`src/rtl/mu0_bus_pkg.sv`:
```
// Shared MU0 bus types and widths, used by the arbiter and by other MU0 bus blocks.
package mu0_bus_pkg;

    localparam int ADDR_W = 12;
    localparam int DATA_W = 16;

    typedef enum logic [1:0] {
        IDLE    = 2'b00,
        RD_WAIT = 2'b01
    } arb_state_t;

    typedef logic [0:0] master_id_t;

endpackage

```
`src/rtl/mu0_mem_arbiter_if.sv`:
```
// One MU0 master port: the master drives address/strobes/data, the arbiter answers.
// Handshake: the master raises read or write and holds address, writedata and the strobe
// stable; the transaction completes in the first cycle the master samples waitrequest low.
interface mu0_mem_arbiter_if #(
    parameter int ADDR_W = mu0_bus_pkg::ADDR_W,
    parameter int DATA_W = mu0_bus_pkg::DATA_W
);
    logic [ADDR_W-1:0] address;
    logic              read;
    logic              write;
    logic [DATA_W-1:0] writedata;
    logic [DATA_W-1:0] readdata;
    logic              waitrequest;

    modport master (
        output address, read, write, writedata,
        input  readdata, waitrequest
    );

    modport slave (
        input  address, read, write, writedata,
        output readdata, waitrequest
    );
endinterface

```
`src/rtl/mu0_rr_pick.sv`:
```
// Combinational two-way round-robin picker: on contention the master that did not
// complete last wins.
module mu0_rr_pick
    import mu0_bus_pkg::*;
(
    input  logic [1:0] req,
    input  master_id_t last_owner,
    output logic       grant_valid,
    output master_id_t grant_id
);
    always_comb begin
        grant_valid = |req;
        if (req == 2'b11) begin
            grant_id = ~last_owner;
        end else if (req[1]) begin
            grant_id = 1'b1;
        end else begin
            grant_id = 1'b0;
        end
    end
endmodule

```
`src/rtl/mu0_mem_arbiter.sv`:
```
// Shares one MU0 memory port between two masters with per-transaction round-robin,
// for either a combinational (delay0) or registered (delay1) memory read path.
module mu0_mem_arbiter #(
    parameter string DELAY  = "delay0",
    parameter int    ADDR_W = mu0_bus_pkg::ADDR_W,
    parameter int    DATA_W = mu0_bus_pkg::DATA_W
) (
    input  logic              clk,
    input  logic              rst,
    mu0_mem_arbiter_if.slave  m0,
    mu0_mem_arbiter_if.slave  m1,
    output logic [ADDR_W-1:0] mem_address,
    output logic              mem_read,
    output logic              mem_write,
    output logic [DATA_W-1:0] mem_writedata,
    input  logic [DATA_W-1:0] mem_readdata,
    output logic              grant_owner,
    output logic              protocol_error,
    output logic [1:0]        dbg_state
);
    import mu0_bus_pkg::*;

    localparam bit REG_RD = (DELAY == "delay1");

    arb_state_t        state, state_n;
    master_id_t        last_owner, lock_owner, lock_owner_n, shown_owner;
    master_id_t        owner, grant_id;
    logic              grant_valid, owner_valid, err_set;
    logic [1:0]        req, complete;
    logic [ADDR_W-1:0] sel_address;
    logic [DATA_W-1:0] sel_writedata;
    logic              sel_read, sel_write;

    assign req = {m1.read | m1.write, m0.read | m0.write};

    mu0_rr_pick u_pick (
        .req         (req),
        .last_owner  (last_owner),
        .grant_valid (grant_valid),
        .grant_id    (grant_id)
    );

    // While a registered read is outstanding the owner is locked, not re-picked.
    always_comb begin
        owner         = (state == RD_WAIT) ? lock_owner : grant_id;
        sel_address   = owner[0] ? m1.address   : m0.address;
        sel_writedata = owner[0] ? m1.writedata : m0.writedata;
        sel_read      = owner[0] ? m1.read      : m0.read;
        sel_write     = owner[0] ? m1.write     : m0.write;
    end

    always_comb begin
        state_n       = state;
        lock_owner_n  = lock_owner;
        owner_valid   = 1'b0;
        complete      = 2'b00;
        mem_address   = '0;
        mem_read      = 1'b0;
        mem_write     = 1'b0;
        mem_writedata = '0;
        err_set       = (m0.read & m0.write) | (m1.read & m1.write);
        case (state)
            IDLE: begin
                if (grant_valid) begin
                    owner_valid   = 1'b1;
                    mem_address   = sel_address;
                    mem_writedata = sel_writedata;
                    if (sel_write) begin
                        mem_write       = 1'b1;
                        complete[owner] = 1'b1;
                    end else begin
                        mem_read = 1'b1;
                        if (REG_RD) begin
                            state_n      = RD_WAIT;
                            lock_owner_n = owner;
                        end else begin
                            complete[owner] = 1'b1;
                        end
                    end
                end
            end
            RD_WAIT: begin
                owner_valid = 1'b1;
                state_n     = IDLE;
                if (sel_read) begin
                    mem_address     = sel_address;
                    mem_read        = 1'b1;
                    complete[owner] = 1'b1;
                end else begin
                    err_set = 1'b1;
                end
            end
            default: begin
                err_set = 1'b1;
                state_n = IDLE;
            end
        endcase
        // An in-flight transaction is abandoned by reset, never reported as done.
        if (rst) begin
            complete = 2'b00;
        end
    end

    always_ff @(posedge clk) begin
        if (rst) begin
            state          <= IDLE;
            last_owner     <= 1'b1;
            lock_owner     <= 1'b0;
            shown_owner    <= 1'b0;
            protocol_error <= 1'b0;
        end else begin
            state      <= state_n;
            lock_owner <= lock_owner_n;
            if (|complete) begin
                last_owner <= owner;
            end
            if (owner_valid) begin
                shown_owner <= owner;
            end
            if (err_set) begin
                protocol_error <= 1'b1;
            end
        end
    end

    assign grant_owner    = owner_valid ? owner[0] : shown_owner[0];
    assign dbg_state      = state;
    assign m0.readdata    = mem_readdata;
    assign m1.readdata    = mem_readdata;
    assign m0.waitrequest = req[0] & ~complete[0];
    assign m1.waitrequest = req[1] & ~complete[1];
endmodule

```
`src/flat_wrapper.sv`:
```
// flat-port wrapper written by rule: the top's interface ports become plain ports
module mu0_mem_arbiter_flat import mu0_bus_pkg::*;
#(
    parameter string DELAY  = "      ",
    parameter int    ADDR_W = mu0_bus_pkg::ADDR_W,
    parameter int    DATA_W = mu0_bus_pkg::DATA_W
)
  (clk, rst, mem_address, mem_read, mem_write, mem_writedata, mem_readdata, grant_owner, protocol_error, dbg_state, m0_address, m0_read, m0_write, m0_writedata, m0_readdata, m0_waitrequest, m1_address, m1_read, m1_write, m1_writedata, m1_readdata, m1_waitrequest);
  mu0_mem_arbiter_if #(.ADDR_W(ADDR_W), .DATA_W(DATA_W)) m0_i ();
  mu0_mem_arbiter_if #(.ADDR_W(ADDR_W), .DATA_W(DATA_W)) m1_i ();
  input  logic clk;
  input  logic rst;
  output logic [ADDR_W-1:0] mem_address;
  output logic mem_read;
  output logic mem_write;
  output logic [DATA_W-1:0] mem_writedata;
  input  logic [DATA_W-1:0] mem_readdata;
  output logic grant_owner;
  output logic protocol_error;
  output logic [1:0] dbg_state;
  input wire logic [$bits(m0_i.address)-1:0] m0_address;
  input wire logic [$bits(m0_i.read)-1:0] m0_read;
  input wire logic [$bits(m0_i.write)-1:0] m0_write;
  input wire logic [$bits(m0_i.writedata)-1:0] m0_writedata;
  output wire logic [$bits(m0_i.readdata)-1:0] m0_readdata;
  output wire logic [$bits(m0_i.waitrequest)-1:0] m0_waitrequest;
  input wire logic [$bits(m1_i.address)-1:0] m1_address;
  input wire logic [$bits(m1_i.read)-1:0] m1_read;
  input wire logic [$bits(m1_i.write)-1:0] m1_write;
  input wire logic [$bits(m1_i.writedata)-1:0] m1_writedata;
  output wire logic [$bits(m1_i.readdata)-1:0] m1_readdata;
  output wire logic [$bits(m1_i.waitrequest)-1:0] m1_waitrequest;
  assign m0_i.address = m0_address;
  assign m0_i.read = m0_read;
  assign m0_i.write = m0_write;
  assign m0_i.writedata = m0_writedata;
  assign m0_readdata = m0_i.readdata;
  assign m0_waitrequest = m0_i.waitrequest;
  assign m1_i.address = m1_address;
  assign m1_i.read = m1_read;
  assign m1_i.write = m1_write;
  assign m1_i.writedata = m1_writedata;
  assign m1_readdata = m1_i.readdata;
  assign m1_waitrequest = m1_i.waitrequest;
  mu0_mem_arbiter #(.DELAY(DELAY), .ADDR_W(ADDR_W), .DATA_W(DATA_W)) u_core (.clk(clk), .rst(rst), .m0(m0_i), .m1(m1_i), .mem_address(mem_address), .mem_read(mem_read), .mem_write(mem_write), .mem_writedata(mem_writedata), .mem_readdata(mem_readdata), .grant_owner(grant_owner), .protocol_error(protocol_error), .dbg_state(dbg_state));
endmodule
```
`config.mk`:
```
export PLATFORM = sky130hd
export DESIGN_NAME = mu0_mem_arbiter_flat
export DESIGN_NICKNAME = d
export VERILOG_FILES = /design/src/rtl/mu0_bus_pkg.sv /design/src/rtl/mu0_mem_arbiter_if.sv /design/src/rtl/mu0_rr_pick.sv /design/src/rtl/mu0_mem_arbiter.sv /design/src/flat_wrapper.sv
export SDC_FILE = /design/constraint.sdc
export NUM_CORES = 1
export LEC_CHECK = 0
export CORE_MARGIN = 10
export CORE_UTILIZATION = 24
export CTS_CLUSTER_DIAMETER = 150
export DETAILED_ROUTE_END_ITERATION = 12
export PLACE_DENSITY = 0.82
export SLEW_MARGIN = 25
export SYNTH_ARGS = -nofsm -noshare
export SYNTH_HDL_FRONTEND = slang
export SYNTH_SLANG_ARGS = --single-unit
```
`constraint.sdc`:
```
create_clock -name clk -period 1.2 [get_ports clk]
set_input_delay 0.18 -clock clk [delete_from_list [all_inputs] [get_ports clk]]
set_output_delay 0.18 -clock clk [all_outputs]
set_load 0.02 [all_outputs]
```
==> key figures, run 1 <==
Clocking
  – Cts bufs inserted: 3
  – Skew-Pair Late Insertion Delay: 0.22 ns
  – Clock Tree Root: clkbuf_8
  – H-tree depth: 1
  – Reg clk slew, reported paths: approximately 0.030 ns
  – Clock Tree Buf Depth: 2
  – CTS Sinks: 3
  – CTS tree: yes
  – Post-CTS Hold Fix Bufs: 0

Worst setup path
  – Critical path origin: u_core.last_owner$_SDFFE_PP1P_
  – Crit. End Element: output pin
  – R2R Path Start: u_core.last_owner$_SDFFE_PP1P_
  – Setup Crit Path Kind: reg2out
  – Crit Path Max Fanout: 8
  – Slowest cell on the critical path: dfxtp_2
  – FF-to-FF path depth: 4
  – Worst EP arrival: 1.30 ns
  – Crit path to: mem_address[10]
  – Critical Path, Cell by Cell: o21ba_4 > buf_16 > o22ai_2 > buf_6
  – Critical Path Source Type: flop
  – Reg2reg setup slack: -0.01 ns
  – Worst EP required: 1.02 ns
  – R2r endpoint: u_core.last_owner$_SDFFE_PP1P_
  – Critical Path Max Stage Delay: around 0.32 ns

Power
  – Seq pwr share: 6.4%
  – Switching power total: 0.725 mW
  – VDD IR-drop max: between 0.0008 and 0.0009 V
  – Pwr/cell area: 751 nW/µm²
  – Clock power frac: 16.1%
  – Int Pwr: 1.11 mW
  – Switching part of the total: about 40%
  – Leak Pwr: roughly 0.92 nW
  – Logic pwr share: 77.6%
  – Power Total: between 1.5 and 2 mW

Synthesis
  – Seq/Total Area, Yosys: 5.93%
  – Distinct cells, synth: 25
  – Cells after synthesis: 161
  – Mean Syn Cell Area: 6.29 µm²
  – Synth Warn #: 0
  – Synth Register Bits: 3
  – Post-Syn Area: a little over 1000 µm²

Run status
  – Status: finished, violations left
  – Failing checks: setup timing

Placement
  – Placed Instances: 269
  – Port bufs: 95
  – Area after DPL: roughly 1900 µm²
  – Hpwl dp: 3770 µm
  – Final GP Congestion: 0.734

STA
  – Final Skew: 0.00258 ns
  – Final Max Slew Viols: 0
  – Tmin final: 1.48 ns
  – Worst setup margin: -0.280 ns
  – Fin crit share: 123%
  – Final setup fails: 34
  – Fmax: about 680 MHz
  – Count of final hold-check violations: 0
  – Setup tns final: -7.87 ns
  – RSZ-0062 raised after global routing: true

Finish
  – Area Growth Syn to Fin: 141%
  – Util after Layout: 60.6%
  – Layout Cells excl Fill: 285
  – Nets@finish: between 300 and 400
  – Layout cells sized above 1: ~43%
  – N_diodes: 0
  – Fillers: 361
  – Post-route cell area: 2440 µm²
  – FF+latch area: 61.3 µm²
  – Multi-input logic area: 936 µm²

Route
  – Drt first-iter violations: between 50 and 60
  – DRC errors left: 0
  – Pre-Repair DR Iteration Count: 4
  – Antenna Nets Post-Route: 0
  – DR vias/cell: 5.36
  – DR WL/cell: 20.3 µm
  – Final wirelength: 5770 µm
  – DR vias: 1,527

Floorplanning
  – I/O pin total: approximately 150
  – Die height: 84.9 µm
  – Initial Utilization: 25.1%
  – Row count: 23
  – Die Area: 7210 µm²
  – Core area: 4030 µm²
  – Die W: 84.9 µm

Global route
  – First-pass GRT wire length: 8780 µm
  – Gr usage total: 14.3%
  – Antenna violations before repair: 0
  – Number of global-route vias before repair: 1,691
  – Largest net degree at the start of global routing: 22
  – Gr ovfl total: 0

Worst hold path
  – Worst hold path type: in2out

Job
  – MaxCap Viol Count: 0
[sequential cells by signal, indices dropped and copies added, names as in the netlist]
signal,cells
u_core.last_owner,1
u_core.shown_owner,1
u_core.protocol_error,1
[logic make-up after synthesis]
| family | after synthesis | share of synthesized area [%] |
|---|---|---|
| other | 1 | 0.370 |
| AO/OA/AOI/OAI | 95 | 54.3 |
| flip-flops | 3 | 5.93 |
| AND/OR/NAND/NOR | 7 | 4.20 |
| buffers and inverters | 55 | 35.2 |
[power groups by stage]
| stage | registers, mW | clock network [mW] | logic, mW |
|---|---|---|---|
| after global routing | 0.117 | 0.320 | 1.50 |
| after floorplan | 0.120 | 0 | 0.631 |
| final | 0.117 | 0.295 | 1.42 |
| after global placement | 0.116 | 0 | 1.03 |
| after detailed placement | 0.116 | 0 | 1.04 |
| after CTS | 0.116 | 0.303 | 1.31 |
[cell usage after synthesis]
library cell | n | area (µm²)
dfxtp_1 | 3 | 60.1
o21ba_1 | 1 | 10.0
nor3b_1 | 2 | 15.0
o21a_1 | 1 | 7.51
buf_4 | 34 | 255
o22ai_1 | 28 | 175
o21ai_1 | 6 | 30.0
a211o_1 | 1 | 8.76
a311o_1 | 1 | 10.0
or4b_1 | 1 | 10.0
a221oi_1 | 1 | 8.76
o22a_1 | 2 | 17.5
buf_6 | 2 | 22.5
inv_1 | 1 | 3.75
nor2_1 | 3 | 11.3
buf_2 | 5 | 25.0
o31ai_1 | 1 | 7.51
a21bo_2 | 1 | 10.0
a21oi_1 | 1 | 5.00
nand2b_1 | 1 | 6.26
clkbuf_2 | 1 | 5.00
o21ai_0 | 50 | 250
clkbuf_1 | 12 | 45.0
o2bb2ai_1 | 1 | 8.76
conb_1 | 1 | 3.75
[metrics by stage]
step | hold slack [ns] | setup WS [ns]
6_report | 0.360 | -0.280
5_1_grt | 0.360 | -0.321
4_1_cts | 0.360 | -0.315
3_5_place_dp | 0.360 | -0.890
3_3_place_gp | 0.360 | -0.848
2_1_floorplan | 0.252 | -0.0749
[per-layer routing]
metal | share of wire [%] | GRT usage, % | vias up
li1 | - | - | 716
met3 | 6.8 | 4.88 | 10
met4 | 1.5 | 3.74 | 0
met2 | 54 | 26.0 | 58
met1 | 37 | 15.4 | 743
met5 | 0 | 0 | -
[worst max-delay path, delay by kind of cell (launching register included)]
kind | cells | cell delay (ns)
buf+inv | 2 | 0.32
compound gates | 2 | 0.43
flops | 1 | 0.32
[worst min-delay path by stage]
stage	from	end	depth (start not counted)
2_1_floorplan	rst	u_core.protocol_error$_SDFFE_PP0P_	1
3_3_place_gp	mem_readdata[13]	m1_readdata[13]	0
3_5_place_dp	mem_readdata[13]	m1_readdata[13]	0
4_1_cts	mem_readdata[13]	m1_readdata[13]	0
5_1_grt	mem_readdata[8]	m1_readdata[8]	0
6_report	mem_readdata[10]	m0_readdata[10]	0
[what timing repair did]
item,4_1_cts,5_1_grt
endpoints found under the setup margin,36,35
pin swaps,13,9
setup buffers,8,1
resized for setup,236,42
gates cloned,3,1
[placed cells by master (no fill, tap or decap), types with 2 or more instances in the layout]
cell             instances
buf_12                   6
buf_4                   18
buf_6                   32
clkbuf_8                 3
clkdlybuf4s50_1         57
conb_1                   2
dfxtp_1                  2
dlygate4sd2_1            3
nor2_1                   2
o21ai_0                 25
o21ai_1                 31
o22a_1                   2
o22ai_2                 11
o22ai_4                 17
[layout make-up]
type                            count  share of cell area [%]
Timing Repair Buffer              123                    54.6
Multi-Input combinational cell    104                    38.3
Tap cell                           50                    2.56
Sequential cell                     3                    2.51
Clock buffer                        4                    1.84
Inverter                            1                   0.154
(Power assumes the default switching activity.)
==> run 2: changes to the inputs <==
--- a/config.mk
+++ b/config.mk
@@ -10,6 +10,7 @@
 export CTS_CLUSTER_DIAMETER = 150
 export DETAILED_ROUTE_END_ITERATION = 12
 export PLACE_DENSITY = 0.82
+export REMOVE_ABC_BUFFERS = 1
 export SLEW_MARGIN = 25
 export SYNTH_ARGS = -nofsm -noshare
 export SYNTH_HDL_FRONTEND = slang
==> constraint.sdc (replaced) <==
create_clock -name clk -period 1.4 [get_ports clk]
set_input_delay 0.21 -clock clk [delete_from_list [all_inputs] [get_ports clk]]
set_output_delay 0.21 -clock clk [all_outputs]
set_load 0.02 [all_outputs]
==> key figures, run 2 (same netlist as run 1, synthesis figures left out) <==
STA
  – Setup tns final: -2.09 ns (+5.78 ns)
  – Final Skew: 0.000965 ns (-0.00162 ns)
  – Fmax: 673 MHz
  – Tmin final: 1.49 ns
  – Count of final hold-check violations: 0 (unchanged)
  – Final Max Slew Viols: 0 (unchanged)
  – Fin crit share: 106%
  – Final setup fails: 30 (-12%)
  – Worst setup margin: -0.0858 ns (+0.194 ns)
  – RSZ-0062 raised after global routing: true

Floorplanning
  – Die W: 84.9 µm (unchanged)
  – Die height: 84.9 µm (unchanged)
  – Die Area: 7210 µm² (unchanged)
  – Core area: 4030 µm² (unchanged)
  – Row count: 23 (unchanged)
  – I/O pin total: 146 (unchanged)
  – Initial Utilization: 25.1% (unchanged)

Finish
  – Fillers: 381 (+5.5%)
  – Largest registers: u_core.last_owner x1, u_core.protocol_error x1, u_core.shown_owner x1
  – Layout cells sized above 1: 36.7% (-6.3 points)
  – Nets@finish: 308 (-1.9%)
  – Util after Layout: 54.4% (-6.2 points)
  – Area Growth Syn to Fin: 117%
  – Commonest non-fill, non-tap cell in the layout: clkdlybuf4s50_1
  – N_diodes: 0 (unchanged)
  – Most frequent cells in the layout: clkdlybuf4s50_1, o21ai_0, buf_4, buf_6, o22ai_1

Route
  – Drt first-iter violations: 68 (+31%)
  – DR vias: 1,496 (-2.0%)
  – DR WL/cell: 21.5 µm (+6.1%)
  – Final wirelength: 6000 µm (+3.9%)
  – DR vias/cell: 5.36 (about the same)
  – DRC errors left: 0 (unchanged)
  – Antenna Nets Post-Route: 0 (unchanged)
  – Pre-Repair DR Iteration Count: 4 (unchanged)

Clocking
  – CTS Sinks: 3 (unchanged)
  – Reg clk slew, reported paths: 0.03 ns (about the same)
  – Cts bufs inserted: 3 (unchanged)
  – CTS tree: yes
  – Post-CTS Hold Fix Bufs: 0 (unchanged)
  – Clock Tree Root: clkbuf_8
  – Clock Tree Buf Depth: 2 (unchanged)
  – H-tree depth: 1 (unchanged)
  – Skew-Pair Late Insertion Delay: 0.21 ns (about the same)

Worst setup path
  – Worst EP required: 1.19 ns (+0.17 ns)
  – Critical Path Source Type: flop
  – Setup Crit Path Kind: reg2out
  – Crit. End Element: output pin
  – Reg2reg setup slack: 0.31 ns (+0.32 ns)
  – R2R Path Start: u_core.last_owner$_SDFFE_PP1P_
  – FF-to-FF path depth: 3 (-1)
  – Crit Path Max Fanout: 15 (+7)
  – Worst EP arrival: 1.28 ns (-0.02 ns)
  – R2r endpoint: u_core.last_owner$_SDFFE_PP1P_

Placement
  – Final GP Congestion: 0.802 (+9.2%)
  – Hpwl dp: 4200 µm (+11%)
  – Port bufs: 95 (unchanged)

Worst hold path
  – Worst hold path type: in2out
  – Min-Delay Path Depth: 0 (unchanged)
  – Endpoint of the worst hold path: m0_readdata[6]
  – Worst hold start: mem_readdata[6]

Global route
  – Gr usage total: 15.0% (+0.69 points)
  – First-pass GRT wire length: 8830 µm (+0.56%)
  – Largest net degree at the start of global routing: 19 (-14%)
  – Antenna violations before repair: 0 (unchanged)
  – Number of global-route vias before repair: 1,608 (-4.9%)
  – Gr ovfl total: 0 (unchanged)

Job
  – MaxCap Viol Count: 0 (unchanged)

Power
  – VDD IR-drop max: 0.000355 V (-57%)
  – Pwr/cell area: 629 nW/µm² (-16%)
  – Leak Pwr: 0.860 nW (-6.4%)

Run status
  – Failing checks: setup timing
  – Status: finished, violations left
## run 2: cell count changes in the layout (fill, tap and decap cells not counted), moves of 2 or more
cell	before	now
o22ai_4	17	1
o21ai_1	31	12
buf_4	18	25
o21ai_2	0	2
buf_6	32	20
o21ai_0	25	42
o22ai_1	0	15
## run 2: worst max-delay path by stage
| stage | startpoint | end | slack, ns | cells past startpoint |
|---|---|---|---|---|
| 2_1_floorplan | u_core.last_owner$_SDFFE_PP1P_ | mem_address[0] | -0.15 | 2 |
| 3_3_place_gp | m0_read | mem_writedata[9] | -0.70 | 5 |
| 3_5_place_dp | m0_read | mem_writedata[9] | -0.72 | 5 |
| 4_1_cts | u_core.last_owner$_SDFFE_PP1P_ | mem_address[0] | -0.08 | 4 |
| 5_1_grt | u_core.last_owner$_SDFFE_PP1P_ | m0_waitrequest | -0.12 | 4 |
| 6_report | u_core.last_owner$_SDFFE_PP1P_ | mem_writedata[2] | -0.09 | 4 |
## run 2: report_power, final
| group | total (mW) | internal [mW] | switching, mW |
|---|---|---|---|
| combinational | 1.02 | 0.554 | 0.469 |
| sequential | 0.101 | 0.0938 | 0.00724 |
| clock | 0.255 | 0.195 | 0.0607 |
| total | 1.38 | 0.842 | 0.536 |
## run 2: area by class of cell
class | count | area [µm²] | share of cell area, %
Inverter | 1 | 3.75 | 0.171
Sequential cell | 3 | 63.8 | 2.91
Multi-Input combinational cell | 104 | 753 | 34.4
Clock buffer | 4 | 45.0 | 2.05
Timing Repair Buffer | 117 | 1260 | 57.6
Tap cell | 50 | 62.6 | 2.85
## run 2: metal layers
metal | vias up | share of wire [%] | global-route usage, %
met4 | 0 | 0.42 | 1.80
met1 | 695 | 35 | 14.8
met5 | - | 0 | 1.40
li1 | 701 | - | -
met3 | 4 | 14 | 11.0
met2 | 96 | 50 | 25.5
## run 2: what timing repair did
action | 4_1_cts | 5_1_grt
cloned | 3 | 0
setup buffers | 1 | 0
setup endpoints to repair | 33 | 34
endpoints found under the hold margin | 0 | 0
resized for setup | 208 | 26
pin swaps | 2 | 1
## run 2: through the flow
step	total power [mW]	setup slack, ns	std cells	instance area, µm²	hold WS, ns
final	1.38	-0.0858	279	2190	0.420
after global routing	1.45	-0.125	279	2190	0.420
after CTS	1.33	-0.0771	279	2100	0.420
after detailed placement	0.971	-0.721	271	1890	0.420
after global placement	0.965	-0.704	271	1890	0.420
after floorplan	0.421	-0.146	108	663	0.282
## run 2: worst max-delay path, stage by stage, from the launching register on
cell and delay (ns):
dfxtp_4 0.35, o21ba_4 0.28, buf_12 0.16, o22ai_1 0.10, buf_4 0.17
